<file path="config.mk">
export PLATFORM = sky130hd
export DESIGN_NAME = hippo_alu_operand_stage
export DESIGN_NICKNAME = d
export VERILOG_FILES = /design/src/rtl/hippo_alu_operand_stage_pkg.sv /design/src/rtl/hippo_operand_mux.sv /design/src/rtl/hippo_alu_operand_stage.sv
export SDC_FILE = /design/constraint.sdc
export NUM_CORES = 1
export LEC_CHECK = 0
export ABC_AREA = 1
export BUFFER_PORTS_ARGS = -buffer_cell sky130_fd_sc_hd__buf_2
export CELL_PAD_IN_SITES_DETAIL_PLACEMENT = 0
export CELL_PAD_IN_SITES_GLOBAL_PLACEMENT = 2
export CORE_ASPECT_RATIO = 0.9
export CORE_MARGIN = 2
export CORE_UTILIZATION = 27
export CTS_CLUSTER_DIAMETER = 200
export DETAILED_ROUTE_END_ITERATION = 12
export PLACE_DENSITY_LB_ADDON = 0.12
export SETUP_SLACK_MARGIN = 0.3
export SYNTH_ARGS = -nofsm -noshare
export SYNTH_HDL_FRONTEND = slang
export SYNTH_SLANG_ARGS = --single-unit
export TNS_END_PERCENT = 5
</file>
<file path="constraint.sdc">
create_clock -name clk -period 5.86 [get_ports clk]
set_input_delay 1.172 -clock clk [delete_from_list [all_inputs] [get_ports clk]]
set_output_delay 1.172 -clock clk [all_outputs]
set_load 0.05 [all_outputs]
</file>
<file path="src/rtl/hippo_alu_operand_stage_pkg.sv">
// Shared ALU types: operation encoding, operand selects, buffered operand entry and
// the write-back patch applied to entries held in the operand stage.
package hippo_alu_operand_stage_pkg;

  localparam int unsigned OPND_XLEN  = 32;
  localparam int unsigned OPND_REG_W = 5;

  typedef enum logic [2:0] {
    ALU_ADD  = 3'd0,
    ALU_SLL  = 3'd1,
    ALU_SLT  = 3'd2,
    ALU_SLTU = 3'd3,
    ALU_XOR  = 3'd4,
    ALU_SRL  = 3'd5,
    ALU_OR   = 3'd6,
    ALU_AND  = 3'd7
  } ALUOp;

  typedef enum logic [1:0] {
    A_RS1  = 2'd0,
    A_PC   = 2'd1,
    A_ZERO = 2'd2
  } AluASel;

  typedef enum logic [1:0] {
    B_RS2  = 2'd0,
    B_IMM  = 2'd1,
    B_FOUR = 2'd2
  } AluBSel;

  typedef enum logic [1:0] {
    ST_EMPTY = 2'd0,
    ST_ONE   = 2'd1,
    ST_FULL  = 2'd2
  } BufState;

  typedef struct packed {
    logic [OPND_XLEN-1:0]  a;
    logic [OPND_XLEN-1:0]  b;
    ALUOp                  op;
    logic                  sub_arith;
    logic [OPND_REG_W-1:0] rd;
    logic [OPND_REG_W-1:0] rs1_idx;
    logic [OPND_REG_W-1:0] rs2_idx;
    logic                  use_rs1;
    logic                  use_rs2;
  } OperandEntry;

  // A held entry picks up a write-back to a source it actually consumes; x0 never changes.
  function automatic OperandEntry patch_entry(input OperandEntry e,
                                              input logic wb_en,
                                              input logic [OPND_REG_W-1:0] wb_rd,
                                              input logic [OPND_XLEN-1:0] wb_data);
    OperandEntry r;
    r = e;
    if (wb_en && e.use_rs1 && (e.rs1_idx != '0) && (e.rs1_idx == wb_rd)) r.a = wb_data;
    if (wb_en && e.use_rs2 && (e.rs2_idx != '0) && (e.rs2_idx == wb_rd)) r.b = wb_data;
    return r;
  endfunction

endpackage

</file>
<file path="src/rtl/hippo_operand_mux.sv">
// Capture-side operand path: write-back forwarding onto rs1/rs2, then a/b source select.
module hippo_operand_mux
  import hippo_alu_operand_stage_pkg::*;
#(
  parameter int unsigned XLEN   = OPND_XLEN,
  parameter int unsigned REG_W  = OPND_REG_W,
  parameter bit          FWD_EN = 1'b1
) (
  input  logic [XLEN-1:0]  i_pc,
  input  logic [REG_W-1:0] i_rs1_idx,
  input  logic [REG_W-1:0] i_rs2_idx,
  input  logic [XLEN-1:0]  i_rs1_data,
  input  logic [XLEN-1:0]  i_rs2_data,
  input  logic [XLEN-1:0]  i_imm,
  input  logic [1:0]       i_a_sel,
  input  logic [1:0]       i_b_sel,
  input  logic             i_wb_en,
  input  logic [REG_W-1:0] i_wb_rd,
  input  logic [XLEN-1:0]  i_wb_data,
  output logic [XLEN-1:0]  o_a,
  output logic [XLEN-1:0]  o_b,
  output logic             o_use_rs1,
  output logic             o_use_rs2
);

  logic            w_fwd1;
  logic            w_fwd2;
  logic [XLEN-1:0] w_rs1v;
  logic [XLEN-1:0] w_rs2v;

  assign w_fwd1 = FWD_EN && i_wb_en && (i_wb_rd == i_rs1_idx) && (i_rs1_idx != '0);
  assign w_fwd2 = FWD_EN && i_wb_en && (i_wb_rd == i_rs2_idx) && (i_rs2_idx != '0);
  assign w_rs1v = w_fwd1 ? i_wb_data : i_rs1_data;
  assign w_rs2v = w_fwd2 ? i_wb_data : i_rs2_data;

  // Select code 3 is unassigned and falls through to the register source.
  always_comb begin
    o_a = w_rs1v;
    case (i_a_sel)
      A_PC:    o_a = i_pc;
      A_ZERO:  o_a = '0;
      default: o_a = w_rs1v;
    endcase
  end

  always_comb begin
    o_b = w_rs2v;
    case (i_b_sel)
      B_IMM:   o_b = i_imm;
      B_FOUR:  o_b = XLEN'(32'd4);
      default: o_b = w_rs2v;
    endcase
  end

  assign o_use_rs1 = (i_a_sel != A_PC) && (i_a_sel != A_ZERO);
  assign o_use_rs2 = (i_b_sel != B_IMM) && (i_b_sel != B_FOUR);

endmodule

</file>
<file path="src/rtl/hippo_alu_operand_stage.sv">
// ID->EX operand stage: forwarded operand capture into a 2-entry skid buffer feeding the ALU.
//   state    | meaning
//   ST_EMPTY | no entry held; out_valid=0, in_ready=1
//   ST_ONE   | main entry valid; out_valid=1, in_ready=1
//   ST_FULL  | main and skid valid; out_valid=1, in_ready=0
module hippo_alu_operand_stage
  import hippo_alu_operand_stage_pkg::*;
#(
  parameter int unsigned XLEN   = OPND_XLEN,
  parameter int unsigned REG_W  = OPND_REG_W,
  parameter bit          FWD_EN = 1'b1
) (
  input  logic             clk,
  input  logic             rst,
  input  logic             flush,
  input  logic             in_valid,
  output logic             in_ready,
  input  logic [XLEN-1:0]  in_pc,
  input  logic [REG_W-1:0] in_rs1_idx,
  input  logic [REG_W-1:0] in_rs2_idx,
  input  logic [XLEN-1:0]  in_rs1_data,
  input  logic [XLEN-1:0]  in_rs2_data,
  input  logic [XLEN-1:0]  in_imm,
  input  logic [1:0]       in_a_sel,
  input  logic [1:0]       in_b_sel,
  input  logic [2:0]       in_op,
  input  logic             in_sub_arith,
  input  logic [REG_W-1:0] in_rd,
  input  logic             wb_en,
  input  logic [REG_W-1:0] wb_rd,
  input  logic [XLEN-1:0]  wb_data,
  output logic             out_valid,
  input  logic             out_ready,
  output logic [XLEN-1:0]  a,
  output logic [XLEN-1:0]  b,
  output logic [2:0]       op,
  output logic             sub_arith,
  output logic [REG_W-1:0] rd
);

  BufState     r_state;
  BufState     w_state_nxt;
  OperandEntry r_main;
  OperandEntry r_skid;
  OperandEntry w_main_nxt;
  OperandEntry w_skid_nxt;
  OperandEntry w_main_held;
  OperandEntry w_skid_held;
  OperandEntry w_new;

  logic            w_fire_out;
  logic            w_accept;
  logic [XLEN-1:0] w_mux_a;
  logic [XLEN-1:0] w_mux_b;
  logic            w_use_rs1;
  logic            w_use_rs2;

  hippo_operand_mux #(
    .XLEN   (XLEN),
    .REG_W  (REG_W),
    .FWD_EN (FWD_EN)
  ) u_operand_mux (
    .i_pc       (in_pc),
    .i_rs1_idx  (in_rs1_idx),
    .i_rs2_idx  (in_rs2_idx),
    .i_rs1_data (in_rs1_data),
    .i_rs2_data (in_rs2_data),
    .i_imm      (in_imm),
    .i_a_sel    (in_a_sel),
    .i_b_sel    (in_b_sel),
    .i_wb_en    (wb_en),
    .i_wb_rd    (wb_rd),
    .i_wb_data  (wb_data),
    .o_a        (w_mux_a),
    .o_b        (w_mux_b),
    .o_use_rs1  (w_use_rs1),
    .o_use_rs2  (w_use_rs2)
  );

  assign in_ready   = (r_state != ST_FULL);
  assign out_valid  = (r_state != ST_EMPTY);
  assign w_fire_out = out_valid & out_ready;
  assign w_accept   = in_valid & in_ready & ~flush;

  always_comb begin
    w_new           = '0;
    w_new.a         = w_mux_a;
    w_new.b         = w_mux_b;
    w_new.op        = ALUOp'(in_op);
    w_new.sub_arith = in_sub_arith;
    w_new.rd        = in_rd;
    w_new.rs1_idx   = in_rs1_idx;
    w_new.rs2_idx   = in_rs2_idx;
    w_new.use_rs1   = w_use_rs1;
    w_new.use_rs2   = w_use_rs2;
  end

  // Patching the main entry when it is popped is invisible: it has already been presented.
  assign w_main_held = FWD_EN ? patch_entry(r_main, wb_en, wb_rd, wb_data) : r_main;
  assign w_skid_held = FWD_EN ? patch_entry(r_skid, wb_en, wb_rd, wb_data) : r_skid;

  always_comb begin
    w_state_nxt = r_state;
    w_main_nxt  = w_main_held;
    w_skid_nxt  = w_skid_held;
    case (r_state)
      ST_EMPTY: begin
        if (w_accept) begin
          w_state_nxt = ST_ONE;
          w_main_nxt  = w_new;
        end
      end
      ST_ONE: begin
        if (w_accept && w_fire_out) begin
          w_main_nxt = w_new;
        end else if (w_accept) begin
          w_state_nxt = ST_FULL;
          w_skid_nxt  = w_new;
        end else if (w_fire_out) begin
          w_state_nxt = ST_EMPTY;
        end
      end
      ST_FULL: begin
        if (w_fire_out) begin
          w_state_nxt = ST_ONE;
          w_main_nxt  = w_skid_held;
        end
      end
      default: w_state_nxt = ST_EMPTY;
    endcase
    if (flush) w_state_nxt = ST_EMPTY;
  end

  always_ff @(posedge clk or posedge rst) begin
    if (rst) begin
      r_state <= ST_EMPTY;
      r_main  <= '0;
      r_skid  <= '0;
    end else begin
      r_state <= w_state_nxt;
      r_main  <= w_main_nxt;
      r_skid  <= w_skid_nxt;
    end
  end

  assign a         = r_main.a;
  assign b         = r_main.b;
  assign op        = r_main.op;
  assign sub_arith = r_main.sub_arith;
  assign rd        = r_main.rd;

endmodule
</file>
==> results.sh, run 1 <==
export IMPL_max_ir_drop_vdd_mv=0.262
export IMPL_r2r_end="r_main[9]$_DFFE_PP0P_"
export IMPL_worst_hold_path_num_cells=2
export IMPL_drtPass1Iterations=7
export IMPL_ctsHoldBuffers=0
export IMPL_syn_instance_count=2408
export IMPL_filler_cell_count=6027
export IMPL_power_leakage_nw=8.59
export IMPL_grt_pass1_vias=16900
export IMPL_layout_drive_gt1_share=0.156
export IMPL_power_share_switching=0.529
export IMPL_number_of_antenna_violations_at_the_first_check_in_global_routing=4
export IMPL_synth_fp_nets=2605
export IMPL_initial_core_util=0.273
export IMPL_postCtsResizedCells=0
export IMPL_gp_congestion=0.836
export IMPL_clkTransAtPathRegs_ns=0.09
export IMPL_placement_io_buffers=268
export IMPL_cts_root_buf="sky130_fd_sc_hd__clkbuf_16"
export IMPL_worstSetupStartpointType="primary input"
export IMPL_timing_critical_path_to_type="flop"
export IMPL_postRouteAntennaNets=0
export IMPL_placementRows=81
export IMPL_clock_buffer_count_from_cts=17
export IMPL_postSynthRegisterBits=172
export IMPL_synth_seq_area_share=0.291
export IMPL_final_setup_tns_ns=0
export IMPL_globalRouteTotalUtil=0.263
export IMPL_syn_avg_cell_area_um2=6.15
export IMPL_drt_initial_drc_count=1631
export IMPL_layout_common_cells="sky130_fd_sc_hd__nand2_1, sky130_fd_sc_hd__nand3_1, sky130_fd_sc_hd__buf_2, sky130_fd_sc_hd__inv_1, sky130_fd_sc_hd__dfrtp_1"
export IMPL_clock_power_share=0.179
export IMPL_clock_fmax_ghz=0.286
export IMPL_finalWorstPathRequiredPeriod_ns=3.49
export IMPL_post_detailed_routing_wire_length_um=74600
export IMPL_setup_viol=0
export IMPL_post_cts_buffers=0
export IMPL_ys_warn_count=0
export IMPL_layout_commonest_cell="sky130_fd_sc_hd__nand2_1"
export IMPL_worst_path_arrival_time_ns=3.93
export IMPL_share_seq_of_total_power=0.297
export IMPL_layout_nets=2691
export IMPL_globalRoute_totalOverflow=0
export IMPL_timing_worst_slew_pin_value_ns=1.02
export IMPL_synth_area_leaders="sky130_fd_sc_hd__dfrtp_1, sky130_fd_sc_hd__nand3_1, sky130_fd_sc_hd__nand2_1"
export IMPL_setup_skew_after_layout_ns=0.0171
export IMPL_period_share=0.596
export IMPL_h_tree_depth=4
export IMPL_p_per_area_nw_per_um2=423
export IMPL_p_total_mw=7.05
export IMPL_hold_path_class="reg2reg"
export IMPL_comb_power_share=0.524
export IMPL_die_h_um=226
export IMPL_netlist_area_um2=14800
export IMPL_setup_repair_after_global_routing_missed_its_margin="no"
export IMPL_worstSkewPairLatency_ns=0.51
export IMPL_timing_reg2reg_setup_slack_ns=2.83
export IMPL_report_final_hold_viol_count=0
export IMPL_critical_path_class="in2reg"
export IMPL_die_area_um2=56700
export IMPL_maxCapViolCount=0
export IMPL_final_max_slew_viols=0
export IMPL_yosys_area_top_type_share=0.291
export IMPL_core_region_area_um2=54200
export IMPL_whs_endpoint="r_skid[16]$_DFFE_PP0P_"
export IMPL_slew_headroom=0.317
export IMPL_grt_pass1_wl_um=110000
export IMPL_cts_sinks=172
export IMPL_worst_r2r_path_depth=9
export IMPL_grt_start_max_net_pins=87
export IMPL_synthDistinctLibCells=36
export IMPL_netSwitchingPower_mw=3.73
export IMPL_hpwlAfterDp_um=46900
export IMPL_area_delta_synth_final_pct=12.6
export IMPL_drcViolationCount=0
export IMPL_status="finished clean"
export IMPL_die_w_um=251
export IMPL_timing_rr_start="r_state[1]$_DFFE_PP0P_"
export IMPL_routed_wire_length_per_instance_um=23.2
export IMPL_boundaryPins=269
export IMPL_cts_tree="yes"
export IMPL_route_detailed_vias_per_inst=5.35
export IMPL_library_cell_occupying_the_most_area_in_the_post_synthesis_netlist="sky130_fd_sc_hd__dfrtp_1"
export IMPL_hold_start="r_skid[16]$_DFFE_PP0P_"
export IMPL_ctsLongestPathBuffers=2
export IMPL_critical_path_peak_fanout=57
export IMPL_vias=17200
export IMPL_cellInternalPower_mw=3.32
export IMPL_cp_required_ns=6.30
[through the flow]
stage,std cells,instance area (um2),worst slack (ns),hold slack (ns),util
6_report,3215,16700,2.37,0.486,0.307
5_1_grt,3215,16700,2.13,0.506,0.307
4_1_cts,3212,16700,2.37,0.488,0.307
3_5_place_dp,3180,16100,1.82,0.465,0.296
3_3_place_gp,3180,16100,1.86,0.462,0.296
2_1_floorplan,2408,14800,2.49,0.449,-
[logic make-up after synthesis]
group                    count (synthesis)  synth area share
AND/OR/NAND/NOR                       1548             0.466
XOR/XNOR                                 7           0.00414
adder cells (fa/ha/maj)                  3           0.00254
flip-flops                             172             0.291
AO/OA/AOI/OAI                          206            0.0862
buffers and inverters                  472             0.151
[power by group through the flow]
stage	Combinational [mW]	Sequential, mW	Clock, mW
3_5_place_dp	3.67	2.12	0
4_1_cts	3.69	2.10	1.30
5_1_grt	4.09	2.16	1.33
6_report	3.70	2.10	1.26
2_1_floorplan	3.08	1.97	0
3_3_place_gp	3.65	2.11	0
[layer usage]
metal / share of wire / global-route usage
met5: 0 / 0
met4: 0.034 / 0.112
met3: 0.071 / 0.0484
met2: 0.44 / 0.399
met1: 0.46 / 0.365
[cell type report]
| class | instances | area, um2 | area share |
|---|---|---|---|
| timing repair buffer | 306 | 1660 | 0.0998 |
| inverter | 233 | 881 | 0.0528 |
| tap | 705 | 882 | 0.0529 |
| multi-input combinational | 1764 | 8340 | 0.501 |
| sequential | 172 | 4300 | 0.258 |
| clock buffer | 17 | 425 | 0.0255 |
| clock inverter | 15 | 159 | 0.00953 |
| antenna | 3 | 7.51 | 0.000450 |
[critical path: stages]
cell and delay, ns:
sky130_fd_sc_hd__buf_2 0.13, sky130_fd_sc_hd__inv_1 0.07, sky130_fd_sc_hd__buf_4 0.32, sky130_fd_sc_hd__nor2_4 0.19, sky130_fd_sc_hd__buf_4 0.76, sky130_fd_sc_hd__nand2_2 0.13, sky130_fd_sc_hd__o21ai_2 0.41, sky130_fd_sc_hd__buf_4 0.42
sky130_fd_sc_hd__nand2_1 0.13, sky130_fd_sc_hd__a22oi_1 0.17
[cells in the mapped netlist]
master	instances
sky130_fd_sc_hd__o21bai_1	1
sky130_fd_sc_hd__or2_2	2
sky130_fd_sc_hd__o31ai_1	1
sky130_fd_sc_hd__nand3_2	1
sky130_fd_sc_hd__buf_1	21
sky130_fd_sc_hd__o211ai_1	23
sky130_fd_sc_hd__a21o_1	2
sky130_fd_sc_hd__buf_2	67
sky130_fd_sc_hd__nand4_1	113
sky130_fd_sc_hd__nand3_1	573
sky130_fd_sc_hd__nor2_1	85
sky130_fd_sc_hd__buf_4	91
sky130_fd_sc_hd__o221ai_1	1
sky130_fd_sc_hd__o211ai_2	4
sky130_fd_sc_hd__xor2_1	2
sky130_fd_sc_hd__or2_1	1
sky130_fd_sc_hd__nand2_2	3
sky130_fd_sc_hd__inv_1	206
sky130_fd_sc_hd__inv_2	15
sky130_fd_sc_hd__a31oi_1	55
sky130_fd_sc_hd__nor2_4	5
sky130_fd_sc_hd__clkinv_1	12
sky130_fd_sc_hd__a22oi_1	21
sky130_fd_sc_hd__a21oi_1	37
sky130_fd_sc_hd__o21ai_0	30
sky130_fd_sc_hd__o21ai_2	6
sky130_fd_sc_hd__o21ai_1	25
sky130_fd_sc_hd__xnor2_1	5
sky130_fd_sc_hd__clkbuf_1	55
sky130_fd_sc_hd__nand2_1	761
sky130_fd_sc_hd__dfrtp_1	172
sky130_fd_sc_hd__buf_6	4
sky130_fd_sc_hd__ha_1	3
sky130_fd_sc_hd__clkbuf_2	1
sky130_fd_sc_hd__nor2_2	3
sky130_fd_sc_hd__nand3_4	1
[worst max-delay path by stage]
stage,from,end,slack (ns),cells after the start
6_report,out_ready,r_main[9]$_DFFE_PP0P_,2.37,10
3_5_place_dp,wb_rd[3],a[15]$_DFF_PP0_,1.82,11
2_1_floorplan,rst,a[0]$_DFF_PP0_,2.49,1
4_1_cts,wb_rd[3],a[15]$_DFF_PP0_,2.37,11
5_1_grt,wb_rd[3],a[15]$_DFF_PP0_,2.13,11
3_3_place_gp,wb_rd[3],a[9]$_DFF_PP0_,1.86,10
[state kept, by name, summed over array words and instances (netlist names)]
register / cells
a: 32
b: 32
op: 3
r_main: 12
r_skid: 85
r_state: 2
rd: 5
sub_arith: 1
No activity file was read; power rests on OpenSTA's default activity.
==> run 2, diff against run 1 <==
==> constraint.sdc (replaced) <==
create_clock -name clk -period 2.86 [get_ports clk]
set_input_delay 0.572 -clock clk [delete_from_list [all_inputs] [get_ports clk]]
set_output_delay 0.572 -clock clk [all_outputs]
set_load 0.05 [all_outputs]
==> run 2 against run 1 <==
Hold slack got worse by 0.29 ns. Via count rose by 0.48%. Critical endpoint is now r_state[0]$_DFFE_PP0P_. Sequential share of layout area down 0.55 points. Combinational power grew 110%.
==> results.sh, run 2 (synthesis results as in run 1) <==
export IMPL_grt_pass1_wl_um=110000
export IMPL_initial_core_util=0.273
export IMPL_h_tree_depth=4
export IMPL_drcViolationCount=0
export IMPL_clkTransAtPathRegs_ns=0.08
export IMPL_share_seq_of_total_power=0.299
export IMPL_hpwlAfterDp_um=48800
export IMPL_worst_path_arrival_time_ns=2.61
export IMPL_cp_required_ns=3.24
export IMPL_slew_headroom=0.339
export IMPL_postCtsResizedCells=0
export IMPL_largest_register_ff_count=85
export IMPL_post_detailed_routing_wire_length_um=74700
export IMPL_worst_r2r_path_depth=11
export IMPL_layout_common_cells="sky130_fd_sc_hd__nand2_1, sky130_fd_sc_hd__nand3_1, sky130_fd_sc_hd__buf_2, sky130_fd_sc_hd__inv_1, sky130_fd_sc_hd__dfrtp_1"
export IMPL_comb_power_share=0.526
export IMPL_place_area_um2=16400
export IMPL_dpl_worst_slack_ns=0.331
export IMPL_design_area_um2=17000
export IMPL_worstSetupStartpointType="flop"
export IMPL_ctsHoldBuffers=0
export IMPL_hold_path_class="in2async"
export IMPL_setup_repair_after_global_routing_missed_its_margin="no"
export IMPL_core_region_area_um2=54200
export IMPL_final_setup_tns_ns=0
export IMPL_layout_commonest_cell="sky130_fd_sc_hd__nand2_1"
export IMPL_layout_setup_ws_ns=0.630
export IMPL_final_max_slew_viols=0
export IMPL_die_area_um2=56700
export IMPL_die_w_um=251
export IMPL_globalRouteTotalUtil=0.263
export IMPL_power_share_switching=0.525
export IMPL_critical_path_class="reg2reg"
export IMPL_maxCapViolCount=0
export IMPL_drt_initial_drc_count=1489
export IMPL_timing_critical_path_to_type="flop"
export IMPL_setup_skew_after_layout_ns=0.00991
export IMPL_postRouteAntennaNets=0
export IMPL_timing_reg2reg_setup_slack_ns=0.63
export IMPL_placementRows=81
export IMPL_grt_start_max_net_pins=58
export IMPL_area_delta_synth_final_pct=15.1
export IMPL_max_ir_drop_vdd_mv=0.573
export IMPL_layout_nets=2718
export IMPL_worstSkewPairLatency_ns=0.50
export IMPL_netSwitchingPower_mw=7.61
export IMPL_number_of_antenna_violations_at_the_first_check_in_global_routing=2
export IMPL_clock_power_share=0.175
export IMPL_gp_congestion=0.844
export IMPL_report_final_hold_viol_count=0
export IMPL_globalRoute_totalOverflow=0
export IMPL_placement_io_buffers=268
export IMPL_post_cts_buffers=0
export IMPL_r2r_end="r_state[0]$_DFFE_PP0P_"
export IMPL_layout_drive_gt1_share=0.165
export IMPL_setup_viol=0
export IMPL_p_total_mw=14.5
export IMPL_cts_root_buf="sky130_fd_sc_hd__clkbuf_16"
export IMPL_max_flop_register="r_skid"
export IMPL_cts_tree="yes"
export IMPL_period_share=0.780
export IMPL_vias=17300
export IMPL_boundaryPins=269
export IMPL_finalWorstPathRequiredPeriod_ns=2.23
export IMPL_p_per_area_nw_per_um2=850
export IMPL_timing_rr_start="r_state[1]$_DFFE_PP0P_"
export IMPL_power_leakage_nw=8.78
export IMPL_timing_worst_slew_pin_value_ns=0.992
export IMPL_clock_buffer_count_from_cts=17
export IMPL_cellInternalPower_mw=6.87
export IMPL_status="finished clean"
export IMPL_drtPass1Iterations=6
export IMPL_grt_pass1_vias=17100
export IMPL_critical_path_peak_fanout=26
export IMPL_clock_fmax_ghz=0.448
export IMPL_cts_sinks=172
export IMPL_route_detailed_vias_per_inst=5.33
export IMPL_die_h_um=226
export IMPL_routed_wire_length_per_instance_um=23.1
export IMPL_ctsLongestPathBuffers=2
export IMPL_hold_slack_ns=0.192
-- run 2: cell count changes in the layout (fill, tap and decap cells not counted), sizes merged --
cell	delta
diode	-1
buf	+27
-- run 2: area by class of cell --
cell class	count	area (um2)
multi-input combinational	1764	8340
tap	705	882
sequential	172	4300
fill	6051	37200
timing repair buffer	333	2040
inverter	233	881
clock inverter	15	154
antenna	2	5.00
clock buffer	17	425
-- run 2: critical path: stages, from the launching register on --
cell and delay (ns):
sky130_fd_sc_hd__dfrtp_1 0.55, sky130_fd_sc_hd__inv_2 0.08, sky130_fd_sc_hd__nor2_4 0.09, sky130_fd_sc_hd__inv_2 0.07, sky130_fd_sc_hd__nand2_2 0.06, sky130_fd_sc_hd__buf_4 0.27, sky130_fd_sc_hd__buf_4 0.44, sky130_fd_sc_hd__nand4_1 0.14
sky130_fd_sc_hd__a21oi_1 0.15, sky130_fd_sc_hd__a21oi_1 0.07, sky130_fd_sc_hd__nand2_1 0.10, sky130_fd_sc_hd__o21ai_0 0.08
-- run 2: layer usage --
| metal | vias up | global-route usage | routed length [um] |
|---|---|---|---|
| met3 | 115 | 0.0474 | 5780 |
| met1 | 8224 | 0.363 | 33800 |
| li1 | 8166 | - | - |
| met4 | 0 | 0.0968 | 2080 |
| met2 | 765 | 0.408 | 33000 |
| met5 | - | 0 | 0 |
-- run 2: power by group through the flow --
stage | clock network, mW | registers (mW) | logic [mW]
floorplan | 0 | 4.03 | 6.31
global placement | 0 | 4.38 | 7.54
detailed placement | 0 | 4.37 | 7.59
CTS | 2.62 | 4.33 | 7.62
global route | 2.69 | 4.45 | 8.43
finish | 2.54 | 4.33 | 7.62
-- run 2: how the worst max path moves through the flow --
stage	from	end	slack (ns)
2_1_floorplan	rst	a[0]$_DFF_PP0_	0.09
3_3_place_gp	wb_rd[1]	b[21]$_DFF_PP0_	0.42
3_5_place_dp	wb_rd[1]	b[15]$_DFF_PP0_	0.33
4_1_cts	r_state[1]$_DFFE_PP0P_	r_state[0]$_DFFE_PP0P_	0.61
5_1_grt	r_state[1]$_DFFE_PP0P_	r_state[0]$_DFFE_PP0P_	0.42
6_report	r_state[1]$_DFFE_PP0P_	r_state[0]$_DFFE_PP0P_	0.63
-- run 2: per-stage QoR --
step / util / instances
6_report: 0.314 / 3241
5_1_grt: 0.314 / 3241
4_1_cts: 0.314 / 3239
3_5_place_dp: 0.303 / 3207
3_3_place_gp: 0.303 / 3207
2_1_floorplan: - / 2408
==> run 3, diff against run 2 <==
--- a/config.mk
+++ b/config.mk
@@ -5,13 +5,13 @@
 export SDC_FILE = /design/constraint.sdc
 export NUM_CORES = 1
 export LEC_CHECK = 0
-export ABC_AREA = 1
+export ABC_AREA = 0
 export BUFFER_PORTS_ARGS = -buffer_cell sky130_fd_sc_hd__buf_2
 export CELL_PAD_IN_SITES_DETAIL_PLACEMENT = 0
 export CELL_PAD_IN_SITES_GLOBAL_PLACEMENT = 2
 export CORE_ASPECT_RATIO = 0.9
 export CORE_MARGIN = 2
-export CORE_UTILIZATION = 27
+export CORE_UTILIZATION = 34
 export CTS_CLUSTER_DIAMETER = 200
 export DETAILED_ROUTE_END_ITERATION = 12
 export PLACE_DENSITY_LB_ADDON = 0.12
==> constraint.sdc (replaced) <==
create_clock -name clk -period 2.3 [get_ports clk]
set_input_delay 0.46 -clock clk [delete_from_list [all_inputs] [get_ports clk]]
set_output_delay 0.46 -clock clk [all_outputs]
set_load 0.05 [all_outputs]
==> run 3 against run 2 <==
The run now ends with negative setup slack left. First-iteration DRC count is 3.7% lower. Clock skew is 0.0016 ns higher. Via count shrank 11%. Clock power rose by 29%. Highest routed layer unchanged.
==> results.sh, run 3 <==
export IMPL_clkTransAtPathRegs_ns=0.07
export IMPL_layout_commonest_cell="sky130_fd_sc_hd__nand2_1"
export IMPL_period_share=1.02
export IMPL_largest_register_ff_count=85
export IMPL_max_ir_drop_vdd_mv=0.601
export IMPL_synthTopCellsByCount="sky130_fd_sc_hd__nand2_1, sky130_fd_sc_hd__dfrtp_1, sky130_fd_sc_hd__nor2_1"
export IMPL_initial_core_util=0.344
export IMPL_syn_avg_cell_area_um2=8.22
export IMPL_synth_area_leaders="sky130_fd_sc_hd__dfrtp_1, sky130_fd_sc_hd__nand2_1, sky130_fd_sc_hd__mux2i_1"
export IMPL_synth_seq_area_share=0.300
export IMPL_filler_cell_count=4127
export IMPL_most_used_dff_post_synth="sky130_fd_sc_hd__dfrtp_1"
export IMPL_layout_setup_ws_ns=-0.0473
export IMPL_library_cell_occupying_the_most_area_in_the_post_synthesis_netlist="sky130_fd_sc_hd__dfrtp_1"
export IMPL_setup_repair_after_global_routing_missed_its_margin="yes"
export IMPL_p_per_area_nw_per_um2=773
export IMPL_status="finished with violations"
export IMPL_timing_worst_slew_pin_value_ns=0.703
export IMPL_critPathLaunch="r_skid[9]$_DFFE_PP0P_"
export IMPL_violated_checks="negative setup slack"
export IMPL_number_of_antenna_violations_at_the_first_check_in_global_routing=1
export IMPL_ctsLongestPathBuffers=2
export IMPL_drt_initial_drc_count=1434
export IMPL_grt_pass1_wl_um=93100
export IMPL_layoutNonFillerInstCount=2617
export IMPL_grtUsageMet2=0.454
export IMPL_globalRouteTotalUtil=0.280
export IMPL_cts_tree="yes"
export IMPL_synth_compound_area_frac=0.258
export IMPL_setup_worst_path_end="a[4]$_DFF_PP0_"
export IMPL_boundaryPins=269
export IMPL_placementRows=71
export IMPL_met3_track_utilization_from_global_routing=0.0459
export IMPL_setup_skew_after_layout_ns=0.0115
export IMPL_timing_reg2reg_setup_slack_ns=-0.05
export IMPL_top_usage_layer="met2"
export IMPL_layout_drive_gt1_share=0.381
export IMPL_timing_rr_start="r_skid[9]$_DFFE_PP0P_"
export IMPL_hpwlAfterDp_um=43000
export IMPL_die_area_um2=43900
export IMPL_grt_start_max_net_pins=75
export IMPL_dp_cells=2568
export IMPL_postRouteAntennaNets=0
export IMPL_synth_top_family_by_area="compound AO/OA/AOI/OAI gates"
export IMPL_final_max_slew_viols=0
export IMPL_share_of_synthesized_cell_area_in_and_or_nand_and_nor_gates=0.188
export IMPL_cts_sinks=172
export IMPL_critical_path_class="reg2reg"
export IMPL_synth_fp_nets=1944
export IMPL_worst_r2r_path_depth=9
export IMPL_syn_instance_count=1747
export IMPL_yosys_area_top_type_share=0.300
export IMPL_cts_root_buf="sky130_fd_sc_hd__clkbuf_16"
export IMPL_drtPass1Iterations=7
export IMPL_drcViolationCount=0
export IMPL_synth_xor_area_share=0.0159
export IMPL_vias=15400
export IMPL_layout_common_cells="sky130_fd_sc_hd__nand2_1, sky130_fd_sc_hd__buf_2, sky130_fd_sc_hd__buf_4, sky130_fd_sc_hd__dfrtp_1, sky130_fd_sc_hd__nor2_1"
export IMPL_globalRoute_totalOverflow=0
export IMPL_hold_slack_ns=0.204
export IMPL_routed_wire_length_per_instance_um=24.4
export IMPL_design_area_um2=19400
export IMPL_area_delta_synth_final_pct=34.7
export IMPL_gp_congestion=0.844
export IMPL_placement_io_buffers=268
export IMPL_slew_headroom=0.530
export IMPL_synth_mux_area_frac=0.135
export IMPL_clock_buffer_count_from_cts=17
export IMPL_post_detailed_routing_wire_length_um=63700
export IMPL_hold_path_class="in2reg"
export IMPL_r2r_end="a[4]$_DFF_PP0_"
export IMPL_power_leakage_nw=8.85
export IMPL_max_flop_register="r_skid"
export IMPL_yosys_cell_count_top_type="sky130_fd_sc_hd__nand2_1"
export IMPL_grt_pass1_vias=15000
export IMPL_finalWorstPathRequiredPeriod_ns=2.35
export IMPL_h_tree_depth=4
export IMPL_setup_viol=13
export IMPL_final_util=0.464
export IMPL_worstSkewPairLatency_ns=0.46
export IMPL_synthDistinctLibCells=76
export IMPL_place_area_um2=17400
export IMPL_postSynthRegisterBits=172
export IMPL_synth_async_reset_ratio=1.00
export IMPL_worst_path_arrival_time_ns=2.70
export IMPL_synth_edff_count=0
export IMPL_timing_critical_path_to_type="flop"
export IMPL_ys_warn_count=0
export IMPL_final_setup_tns_ns=-0.320
export IMPL_die_h_um=199
export IMPL_netlist_area_um2=14400
export IMPL_maxCapViolCount=0
export IMPL_layout_nets=2254
export IMPL_route_detailed_vias_per_inst=5.89
export IMPL_yosys_area_share_adder=0.00261
export IMPL_worstSetupStartpointType="flop"
export IMPL_clock_fmax_ghz=0.426
export IMPL_die_w_um=221
export IMPL_report_final_hold_viol_count=0
export IMPL_critical_path_peak_fanout=10
export IMPL_cp_required_ns=2.66
export IMPL_met1_track_demand_over_resource_in_global_routing=0.390
export IMPL_core_region_area_um2=41800
## run 3: changes by cell type after synthesis, moves of 39 or more
cell                       before  now
sky130_fd_sc_hd__nand4_1      113   24
sky130_fd_sc_hd__buf_2         67   28
sky130_fd_sc_hd__a31oi_1       55    0
sky130_fd_sc_hd__nand3_1      573   24
sky130_fd_sc_hd__mux2i_1        0  113
sky130_fd_sc_hd__clkbuf_1      55  108
sky130_fd_sc_hd__o221ai_1       1   91
sky130_fd_sc_hd__a21oi_1       37   89
sky130_fd_sc_hd__nand2_1      761  335
sky130_fd_sc_hd__nor2_1        85  138
sky130_fd_sc_hd__mux2_2         0   52
sky130_fd_sc_hd__inv_1        206   42
## run 3: worst min-delay path by stage
stage                     cells past startpoint  slack, ns                   start                endpoint
after CTS                                     3       0.19                in_rd[0]  r_skid[12]$_DFFE_PP0P_
after detailed placement                      2       0.41                     rst         a[21]$_DFF_PP0_
final                                         3       0.20                in_rd[0]  r_skid[12]$_DFFE_PP0P_
after floorplan                               2       0.44  r_skid[12]$_DFFE_PP0P_  r_skid[12]$_DFFE_PP0P_
after global routing                          3       0.19                in_rd[0]  r_skid[12]$_DFFE_PP0P_
after global placement                        2       0.41                     rst         a[21]$_DFF_PP0_
## run 3: cells by family (layout without fill, tap and decap cells)
logic type               Yosys count  count (layout)
AND/OR/NAND/NOR                  612             612
AO/OA/AOI/OAI                    475             475
buffers and inverters            277             599
multiplexers                     184             184
flip-flops                       172             172
XOR/XNOR                          24              24
adder cells (fa/ha/maj)            3               3
other                              0               1
## run 3: layout make-up
cell class	count	area, um2	share of cell area
clock buffer	17	425	0.0220
multi-input combinational	1298	9560	0.494
sequential	172	4310	0.223
tap	547	684	0.0354
antenna	1	2.50	0.000129
timing repair buffer	525	4010	0.207
inverter	43	169	0.00873
clock inverter	14	194	0.0100
## run 3: worst max-delay path, cell delays in order, from the launching register on
cell and delay (ns):
sky130_fd_sc_hd__dfrtp_1 0.40, sky130_fd_sc_hd__nor4_2 0.31, sky130_fd_sc_hd__nor2_1 0.11, sky130_fd_sc_hd__o211ai_4 0.21
sky130_fd_sc_hd__buf_12 0.16, sky130_fd_sc_hd__clkbuf_16 0.18, sky130_fd_sc_hd__mux2_2 0.36, sky130_fd_sc_hd__o221ai_2 0.19
sky130_fd_sc_hd__o31ai_1 0.10, sky130_fd_sc_hd__o211a_1 0.21
## run 3: report_power, final
part	switching [mW]	internal, mW
sequential	0.670	3.98
clock	1.44	1.82
combinational	4.22	2.82
## run 3: per-layer routing
| layer | up-vias | part of all wire |
|---|---|---|
| li1 | 7091 | - |
| met1 | 7711 | 0.46 |
| met2 | 550 | 0.47 |
| met3 | 60 | 0.060 |
| met4 | 0 | 0.014 |
| met5 | - | 0 |
## run 3: stage by stage
stage	worst slack, ns	power, mW
2_1_floorplan	-0.357	9.25
3_3_place_gp	-0.334	10.9
3_5_place_dp	-0.402	11.0
4_1_cts	-0.0287	14.5
5_1_grt	-0.117	15.8
6_report	-0.0473	15.0
## run 3: timing repair
action	in CTS	in global routing
pin swaps	12	51
hold buffers	1	0
gates resized for setup	54	176
setup endpoints to repair	100	172
endpoints found under the hold margin	3	0
gates cloned	3	5
setup buffers	2	6
